### src/rtl/indication_output_queue_pkg.sv
// Shared types and helpers for the indication serializer: tag/message packing
// and the tag-width sanity check used at elaboration.
package indication_pkg;

  localparam int DEF_TAG_W     = 4;
  localparam int DEF_PAYLOAD_W = 64;

  typedef logic [DEF_TAG_W-1:0] tag_t;

  typedef struct packed {
    tag_t                     tag;
    logic [DEF_PAYLOAD_W-1:0] payload;
  } msg_t;

  // Tag 0 is reserved so an all-zero word downstream never looks like a message.
  localparam tag_t TAG_INVALID = '0;

  function automatic bit tag_w_ok(input int num_methods, input int tag_w);
    return (num_methods >= 1) && (num_methods < (1 << tag_w));
  endfunction

  function automatic msg_t pack_msg(input tag_t tag, input logic [DEF_PAYLOAD_W-1:0] payload);
    msg_t m;
    m.tag     = tag;
    m.payload = payload;
    return m;
  endfunction

endpackage

### src/rtl/indication_output_queue_fifo.sv
// Registered-storage FIFO; pointers carry an extra wrap bit so full and empty
// are told apart without a separate counter.
module pipe_fifo #(
  parameter int WIDTH = 68,
  parameter int DEPTH = 8
) (
  input  logic                   CLK,
  input  logic                   nRST,
  input  logic                   enq,
  input  logic [WIDTH-1:0]       enq_data,
  input  logic                   deq,
  output logic [WIDTH-1:0]       head,
  output logic                   full,
  output logic                   empty,
  output logic [$clog2(DEPTH):0] count
);

  localparam int AW = $clog2(DEPTH);

  logic [WIDTH-1:0] mem [DEPTH];
  logic [AW:0]      wr_ptr;
  logic [AW:0]      rd_ptr;
  logic             do_enq;
  logic             do_deq;

  assign empty  = (wr_ptr == rd_ptr);
  assign full   = (wr_ptr[AW] != rd_ptr[AW]) && (wr_ptr[AW-1:0] == rd_ptr[AW-1:0]);
  assign count  = wr_ptr - rd_ptr;
  assign head   = empty ? '0 : mem[rd_ptr[AW-1:0]];
  assign do_enq = enq & ~full;
  assign do_deq = deq & ~empty;

  always_ff @(posedge CLK) begin
    if (!nRST) begin
      wr_ptr <= '0;
      rd_ptr <= '0;
    end else begin
      if (do_enq) wr_ptr <= wr_ptr + (AW+1)'(1);
      if (do_deq) rd_ptr <= rd_ptr + (AW+1)'(1);
    end
  end

  always_ff @(posedge CLK) begin
    if (do_enq) mem[wr_ptr[AW-1:0]] <= enq_data;
  end

endmodule

### src/rtl/indication_output_queue.sv
// Indication serializer: per-method one-entry slots, round-robin packing of
// {tag, payload} into a FIFO that feeds the single pipe_enq port.
module indication_output_queue
  import indication_pkg::*;
#(
  parameter int NUM_METHODS = 4,
  parameter int PAYLOAD_W   = 64,
  parameter int DEPTH       = 8,
  parameter int TAG_W       = 4
) (
  input  logic                             CLK,
  input  logic                             nRST,
  input  logic [NUM_METHODS-1:0]           indication__ENA,
  input  logic [NUM_METHODS*PAYLOAD_W-1:0] indication_v,
  output logic [NUM_METHODS-1:0]           indication__RDY,
  output logic                             pipe_enq__ENA,
  output logic [TAG_W+PAYLOAD_W-1:0]       pipe_enq_v,
  input  logic                             pipe_enq__RDY,
  output logic [$clog2(DEPTH):0]           count,
  output logic                             proto_err
);

  localparam int RW = (NUM_METHODS > 1) ? $clog2(NUM_METHODS) : 1;
  localparam int MW = TAG_W + PAYLOAD_W;

  if (!tag_w_ok(NUM_METHODS, TAG_W)) begin : g_cfg_err
    $error("indication_output_queue: TAG_W too small for NUM_METHODS");
  end

  // Handshake: a side transfers on any cycle where its ENA is high; ENA may only
  // be raised while the matching RDY is high, and RDY never depends on ENA.
  logic [NUM_METHODS-1:0] slot_valid;
  logic [PAYLOAD_W-1:0]   slot_data [NUM_METHODS];
  logic [RW-1:0]          rr;
  logic [NUM_METHODS-1:0] drain;
  logic [NUM_METHODS-1:0] accept;
  logic                   grant_valid;
  logic [RW-1:0]          grant_idx;
  logic [TAG_W-1:0]       grant_tag;
  logic [MW-1:0]          fifo_head;
  logic                   fifo_full;
  logic                   fifo_empty;

  function automatic logic [RW-1:0] rr_index(input logic [RW-1:0] base, input int k);
    int s;
    s = int'(base) + k;
    if (s >= NUM_METHODS) s = s - NUM_METHODS;
    return RW'(s);
  endfunction

  // Full is taken from registered occupancy, so a same-cycle dequeue never frees a grant.
  always_comb begin
    grant_valid = 1'b0;
    grant_idx   = '0;
    drain       = '0;
    for (int k = 0; k < NUM_METHODS; k++) begin
      if (!grant_valid && !fifo_full && slot_valid[rr_index(rr, k)]) begin
        grant_valid = 1'b1;
        grant_idx   = rr_index(rr, k);
      end
    end
    if (grant_valid) drain[grant_idx] = 1'b1;
  end

  assign grant_tag       = TAG_W'(int'(grant_idx) + 1);
  assign indication__RDY = ~slot_valid | drain;
  assign accept          = indication__ENA & indication__RDY;

  always_ff @(posedge CLK) begin
    if (!nRST) begin
      slot_valid <= '0;
      rr         <= '0;
      proto_err  <= 1'b0;
    end else begin
      for (int i = 0; i < NUM_METHODS; i++) begin
        if (accept[i])     slot_valid[i] <= 1'b1;
        else if (drain[i]) slot_valid[i] <= 1'b0;
      end
      if (|(indication__ENA & ~indication__RDY)) proto_err <= 1'b1;
      if (grant_valid) rr <= (int'(grant_idx) == NUM_METHODS - 1) ? '0 : grant_idx + RW'(1);
    end
  end

  always_ff @(posedge CLK) begin
    for (int i = 0; i < NUM_METHODS; i++) begin
      if (accept[i]) slot_data[i] <= indication_v[i*PAYLOAD_W +: PAYLOAD_W];
    end
  end

  pipe_fifo #(
    .WIDTH (MW),
    .DEPTH (DEPTH)
  ) u_fifo (
    .CLK      (CLK),
    .nRST     (nRST),
    .enq      (grant_valid),
    .enq_data ({grant_tag, slot_data[grant_idx]}),
    .deq      (pipe_enq__ENA),
    .head     (fifo_head),
    .full     (fifo_full),
    .empty    (fifo_empty),
    .count    (count)
  );

  assign pipe_enq__ENA = ~fifo_empty & pipe_enq__RDY;
  assign pipe_enq_v    = fifo_head;

endmodule

### config.mk
export PLATFORM = sky130hd
export DESIGN_NAME = indication_output_queue
export DESIGN_NICKNAME = d
export VERILOG_FILES = /design/src/rtl/indication_output_queue_pkg.sv /design/src/rtl/indication_output_queue_fifo.sv /design/src/rtl/indication_output_queue.sv
export SDC_FILE = /design/constraint.sdc
export NUM_CORES = 1
export LEC_CHECK = 0
export CORE_UTILIZATION = 55
export DETAILED_ROUTE_END_ITERATION = 7
export PLACE_DENSITY_LB_ADDON = 0.12
export SYNTH_ARGS = -nofsm -noshare
export SYNTH_HDL_FRONTEND = slang
export SYNTH_SLANG_ARGS = --single-unit
### constraint.sdc
create_clock -name CLK -period 14.9 [get_ports CLK]
set_clock_uncertainty 0.2 [all_clocks]
set_input_delay 2.235 -clock CLK [delete_from_list [all_inputs] [get_ports CLK]]
set_output_delay 2.235 -clock CLK [all_outputs]
set_load 0.01 [all_outputs]
# ---- Word-level counts from Yosys, hierarchy flattened
# Memories as Yosys holds them, arrays and structs flattened. A register that Yosys moved wholly into a read port is not among the register bits.
# Cells that the tools add are included.
dict set report totals {
  ff_bits 15
  ramBits 792
  in_bits 263
  word_cells 109
  n_memories 2
}
dict set report classes {
  add_sub_neg 12
  order_cmp 10
  n_eq_ne 4
  muxes 45
  n_bitwise 10
  reduce_logical 18
}
# name words width rd rd_ports_with_merged_regs write_ports line
set memory_table {}
lappend memory_table {u_fifo.mem 8 67 1 1 1 indication_output_queue_fifo.sv:20} ;# logic [WIDTH-1:0] mem [DEPTH];
lappend memory_table {slot_data 4 64 1 0 4 indication_output_queue.sv:33} ;# logic [PAYLOAD_W-1:0] slot_data [NUM_METHODS];
# cell count
set op_table {}
lappend op_table {{$mux W68} 1}
lappend op_table {{$mux W1} 27}
lappend op_table {{$mux W2} 9}
lappend op_table {{$lt A2 B3 Y1 const B} 5}
lappend op_table {{$ge A3 B3 Y1 const B} 3}
lappend op_table {{$logic_and A1 B1 Y1} 9}
lappend op_table {{$add A4 B1 Y4 const B} 2}
lappend op_table {{$and A4 B4 Y4} 2}
lappend op_table {{$bmux W1 S2} 4}
lappend op_table {{$not A4 Y4} 2}
lappend op_table {{$reduce_bool A2 Y1} 4}
lappend op_table {{$sub A2 B1 Y2 const B} 4}
lappend op_table {{$add A2 B1 Y3 const B} 2}
lappend op_table {{$add A2 B2 Y3 const B} 2}
lappend op_table {{$mux W3} 2}
lappend op_table {{$eq A4 B4 Y1} 1}
lappend op_table {{$logic_not A1 Y1} 4}
lappend op_table {{$mux W4} 1}
lappend op_table {{$or A4 B4 Y4} 1}
lappend op_table {{$reduce_or A4 Y1} 1}
lappend op_table {{$sub A4 B4 Y4} 1}
lappend op_table {{$and A1 B1 Y1} 3}
lappend op_table {{$eq A3 B3 Y1} 1}
lappend op_table {{$ge A2 B3 Y1 const B} 1}
lappend op_table {{other kinds (6)} 7}

# ---- Depth between registers and ports, before layout
dict set report depth {
  ltp_word 27
  ltp_mapped 11
  depth_no_buf 9
}

# ---- Cells and area by module
# Synthesis repeated with hierarchy kept, for this count alone.
dict set report unflattened {
  hier_cells 1476
  area_unflattened_um2 31415.1
}
# mod instances cells_each area_per_inst_um2
set modules_own_cells {}
lappend modules_own_cells {pipe_fifo 1 871 20967.6}
lappend modules_own_cells {indication_output_queue 1 605 10447.5}

# ---- Worst setup path before layout
# OpenSTA, ideal clock, no wires.
dict set report synth_path {
  kind {reg-to-reg}
  from {register u_fifo.rd_ptr[1]}
  to {memory u_fifo.mem[1][0] (netlist bit), enable pin}
  setup_ps 574
  t_arrival_ps 5906
  slack_ps 8219
  stages_incl_launch_ff 8
  n_path_buf 0
  period_less_slack_ps 6681
  cell_sequence {dfxtp_1 > inv_1 > ha_1 > nand3_1 > nor2_1 > a21oi_1 > nand2_1 > nor3_1}
}
dict set report synth_via {
  elab_chain_len 20
}
# element line
set synth_rtl {}
lappend synth_rtl {{from (decl)} indication_output_queue_fifo.sv:22} ;# logic [AW:0] rd_ptr;
lappend synth_rtl {{from (signal assigned)} indication_output_queue_fifo.sv:39} ;# if (do_deq) rd_ptr <= rd_ptr + (AW+1)'(1);
lappend synth_rtl {{$eq A3 B3 Y1 (*)} indication_output_queue_fifo.sv:27} ;# assign full = (wr_ptr[AW] != rd_ptr[AW]) && (wr_ptr[AW-1:0] == rd_ptr[AW-1:0]);
lappend synth_rtl {{$logic_and A1 B1 Y1 (*)} indication_output_queue_fifo.sv:27}
lappend synth_rtl {{$logic_not A1 Y1} indication_output_queue.sv:57} ;# if (!grant_valid && !fifo_full && slot_valid[rr_index(rr, k)]) begin
lappend synth_rtl {{$logic_and A1 B1 Y1} indication_output_queue.sv:57}
lappend synth_rtl {{$mux W1} indication_output_queue.sv:57}
lappend synth_rtl {{$logic_not A1 Y1} indication_output_queue.sv:57}
lappend synth_rtl {{$logic_and A1 B1 Y1 (2 in series)} indication_output_queue.sv:57}
lappend synth_rtl {{$mux W1} indication_output_queue.sv:57}
lappend synth_rtl {{$logic_not A1 Y1} indication_output_queue.sv:57}
lappend synth_rtl {{$logic_and A1 B1 Y1 (2 in series)} indication_output_queue.sv:57}
lappend synth_rtl {{$mux W1} indication_output_queue.sv:57}
lappend synth_rtl {{$logic_not A1 Y1} indication_output_queue.sv:57}
lappend synth_rtl {{$logic_and A1 B1 Y1 (2 in series)} indication_output_queue.sv:57}
lappend synth_rtl {{$mux W1} indication_output_queue.sv:57}
lappend synth_rtl {{$and A1 B1 Y1 (*)} indication_output_queue_fifo.sv:30} ;# assign do_enq = enq & ~full;
lappend synth_rtl {{$mux W1 (*)} indication_output_queue_fifo.sv:44} ;# if (do_enq) mem[wr_ptr[AW-1:0]] <= enq_data;
lappend synth_rtl {{$mux W1 (not written as such) (*)} indication_output_queue_fifo.sv:44}
lappend synth_rtl {{to (decl)} indication_output_queue_fifo.sv:20}
# Every way passes the cells marked *; elsewhere a longest branch is shown, timed or not.

==> results.yml <==
clock_tree:
  tritoncts: "yes"
  post_cts_buffers: 0
  htreeDepth: 3
  clock_path_buffers: 3
  ctsResizeCount: 0
  cts_root_buf: "clkbuf_16"
  cts_hold_buf: 0
  cts_sinks: 810
  cts_inserted_buffers: 81
  clock_latency_ns: 0.61
  clk_pin_slew_worst_paths_ns: 0.06
worst_setup_path:
  critical_path.cell_chain: "buf_4 > mux4_2 > mux2i_1 > nor2_1 > clkdlybuf4s50_1"
  worst-endpoint-arrival_ns: 3.99
  startpoint_type: "flip-flop"
  regToRegEndpoint: "u_fifo.mem[5][32]"
  cp_max_fo: 55
  cp_slowest_stage_delay_ns: 0.96
  required_ns: 12.47
  worstSetupPathType: "reg -> out"
  worst_path_max_delay_cell: "buf_4"
  crit_path_end_kind: "output port"
  reg2reg_slack_ns: 10.01
  r2r-start: "rr[0]"
  reg2reg_depth: 8
synthesis:
  synth_top_cell_area_share: 0.7576
  synth_edf_count: 792
  synth.distinct_cells: 54
  yosys_warnings: 0
  async_flop_share: 0
  synth_area_leaders: "edfxtp_1 (76%), mux4_2 (9.6%), mux2i_1 (8.3%)"
  synthesis.area_um2: 31390
  ys_seq_area_frac: 0.7691
  mappedNetlistNets: 1750
  netlist_instances: 1481
  syn_avg_cell_area_um2: 21.20
  ys_ff_latch: 810
  yosysTopAreaCell: "edfxtp_1"
  synth_ff_type: "edfxtp_1"
pwr:
  powerDensity_nw_per_um2: 174.3
  p_leak_uw: 0.01227
  ir_drop_mv: 0.09935
routing:
  viasPerCell: 5.611
  routed_wl_um: 63840
  remaining_drc_errors: 0
  num_vias: 14960
  dr.pass1.iters: 5
  drtIter0Drc: 890
  routedWlPerCell_um: 23.95
  final_antenna_net_count: 0
sta:
  period_share: 0.4314
  relSlewSlack: 0.1861
  max_freq_ghz: 0.1556
  fin_crit_ns: 6.428
  drv_slew: 0
  hold_viol: 0
  setup_slack_ns: 8.472
  tightestPinTransition_ns: 1.218
  setup_tns_ns: 0
  setup_viol_count_final: 0
  rsz0062_at_grt: "no"
global_routing:
  grtUsageTotal: 0.2236
  grt-ovfl-total: 0
  grt_max_degree: 75
  grt_pass1_vias: 15910
  grt_pass1_wl_um: 94950
  antenna_found_initial: 3
floorplan:
  io_pins: 341
  start_util: 0.5567
  fp.dieH_um: 240.9
  coreArea_um2: 56390
  die_w_um: 240.9
  dieArea_um2: 58040
  fp-row-count: 87
finish:
  final_cells: 2666
  final_cell_mix: "edfxtp_1 (792), clkdlybuf4s50_1 (339), mux2i_1 (261)"
  layout_commonest_cell: "edfxtp_1"
  fin_util: 0.6729
  fin_area_um2: 37950
  nFillCells: 3772
  area_growth_pct: 20.87
  layout-drive-gt1-share: 0.1516
  layout.nets: 2115
placement:
  place_congestion: 0.7528
  placedCellCount: 2519
  portBuffers: 339
  dp_hpwl_um: 36000
  pre_cts_ws_ns: 8.789
  place_area_um2: 35480
job:
  max_cap_viol_count: 0
min_path:
  min_from: "u_fifo.wr_ptr[0]"
  min_delay_path_depth: 2
  hp-class: "reg -> reg"
  whs_endpoint: "u_fifo.wr_ptr[0]"
outcome:
  status: "complete, no violations"
## cells by family (layout without fill, tap and decap cells)
| family | Yosys count | count (layout) | share of synthesized area |
|---|---|---|---|
| AND/OR/NAND/NOR | 125 | 125 | 0.01754 |
| adder cells (fa/ha/maj) | 6 | 6 | 0.002631 |
| flip-flops | 810 | 810 | 0.7691 |
| multiplexers | 397 | 397 | 0.1802 |
| XOR/XNOR | 9 | 9 | 0.002511 |
| AO/OA/AOI/OAI | 42 | 42 | 0.01040 |
| buffers and inverters | 91 | 516 | 0.01754 |
| other | 1 | 5 | 0.0001195 |
## cells in the mapped netlist (2+ instances only)
library cell,count
o22ai_1,2
o21ai_0,2
buf_12,10
nor2b_1,6
buf_2,13
a21boi_0,5
inv_1,13
o211ai_1,2
ha_1,5
nand2_1,14
nor2_1,80
mux2i_1,261
dfxtp_1,18
buf_6,2
nand3_1,2
nor3_1,2
o2bb2ai_1,2
a21boi_1,4
a31oi_1,2
a21oi_1,3
xnor2_1,8
and3_1,2
o21ai_1,5
a21o_1,5
buf_1,14
edfxtp_1,792
clkbuf_1,34
mux4_2,134
clkbuf_4,3
and2_1,8
nand2b_1,5
## routing by layer
layer / global-route usage / vias to the layer above / routed length, um
li1: - / 6736 / -
met1: 0.2945 / 7753 / 26420
met3: 0.04243 / 69 / 3404
met5: 0 / - / 0
met2: 0.3815 / 401 / 33020
met4: 0.06502 / 0 / 989
## area by class of cell
| cell class | count | area, um2 | area share |
|---|---|---|---|
| multi-input cells | 580 | 6784 | 0.1788 |
| inverters | 14 | 52.55 | 0.001385 |
| well taps | 756 | 945.9 | 0.02493 |
| flip-flops and latches | 810 | 24150 | 0.6366 |
| diodes | 4 | 10.01 | 0.0002638 |
| clock inverters | 45 | 300.3 | 0.007914 |
| repair buffers | 359 | 3543 | 0.09338 |
| clock buffers | 98 | 2155 | 0.05678 |
## registers in the layout, summed over array words and instances, names as in the netlist, named ones only
signal         flops
proto_err          1
rr                 2
slot_data        256
slot_valid         4
u_fifo.mem       536
u_fifo.rd_ptr      4
u_fifo.wr_ptr      4
## through the flow
step	hold slack, ns	power, uW
floorplan	0.2739	4152
global placement	0.2904	4754
detailed placement	0.3093	4797
CTS	0.3161	6689
global route	0.3367	6899
finish	0.3101	6615
## worst max-delay path: cells and delay by family, from the launching register on
family	cells	cell delay, ns
DFF	1	0.90
and+or+nand+nor	1	0.06
buffers and inverters	2	1.58
muxes	2	0.78
## report_power, final
| part | switching [uW] | leakage (uW) | internal (uW) |
|---|---|---|---|
| clock | 817 | 0.00120 | 1080 |
| combinational | 899 | 0.00356 | 768 |
| sequential | 101 | 0.00751 | 2950 |
## how the worst max path moves through the flow
stage                          start          endpoint  slack (ns)  cells past startpoint
floorplan           u_fifo.rd_ptr[1]  u_fifo.mem[1][0]        8.22                      7
global placement       pipe_enq__RDY     pipe_enq__ENA        8.80                      3
detailed placement     pipe_enq__RDY     pipe_enq__ENA        8.79                      3
CTS                        flip-flop    pipe_enq_v[34]        8.30                      5
global route               flip-flop    pipe_enq_v[28]        8.09                      5
finish                     flip-flop    pipe_enq_v[34]        8.47                      5
Note: power is estimated with default switching activity, not from simulation.
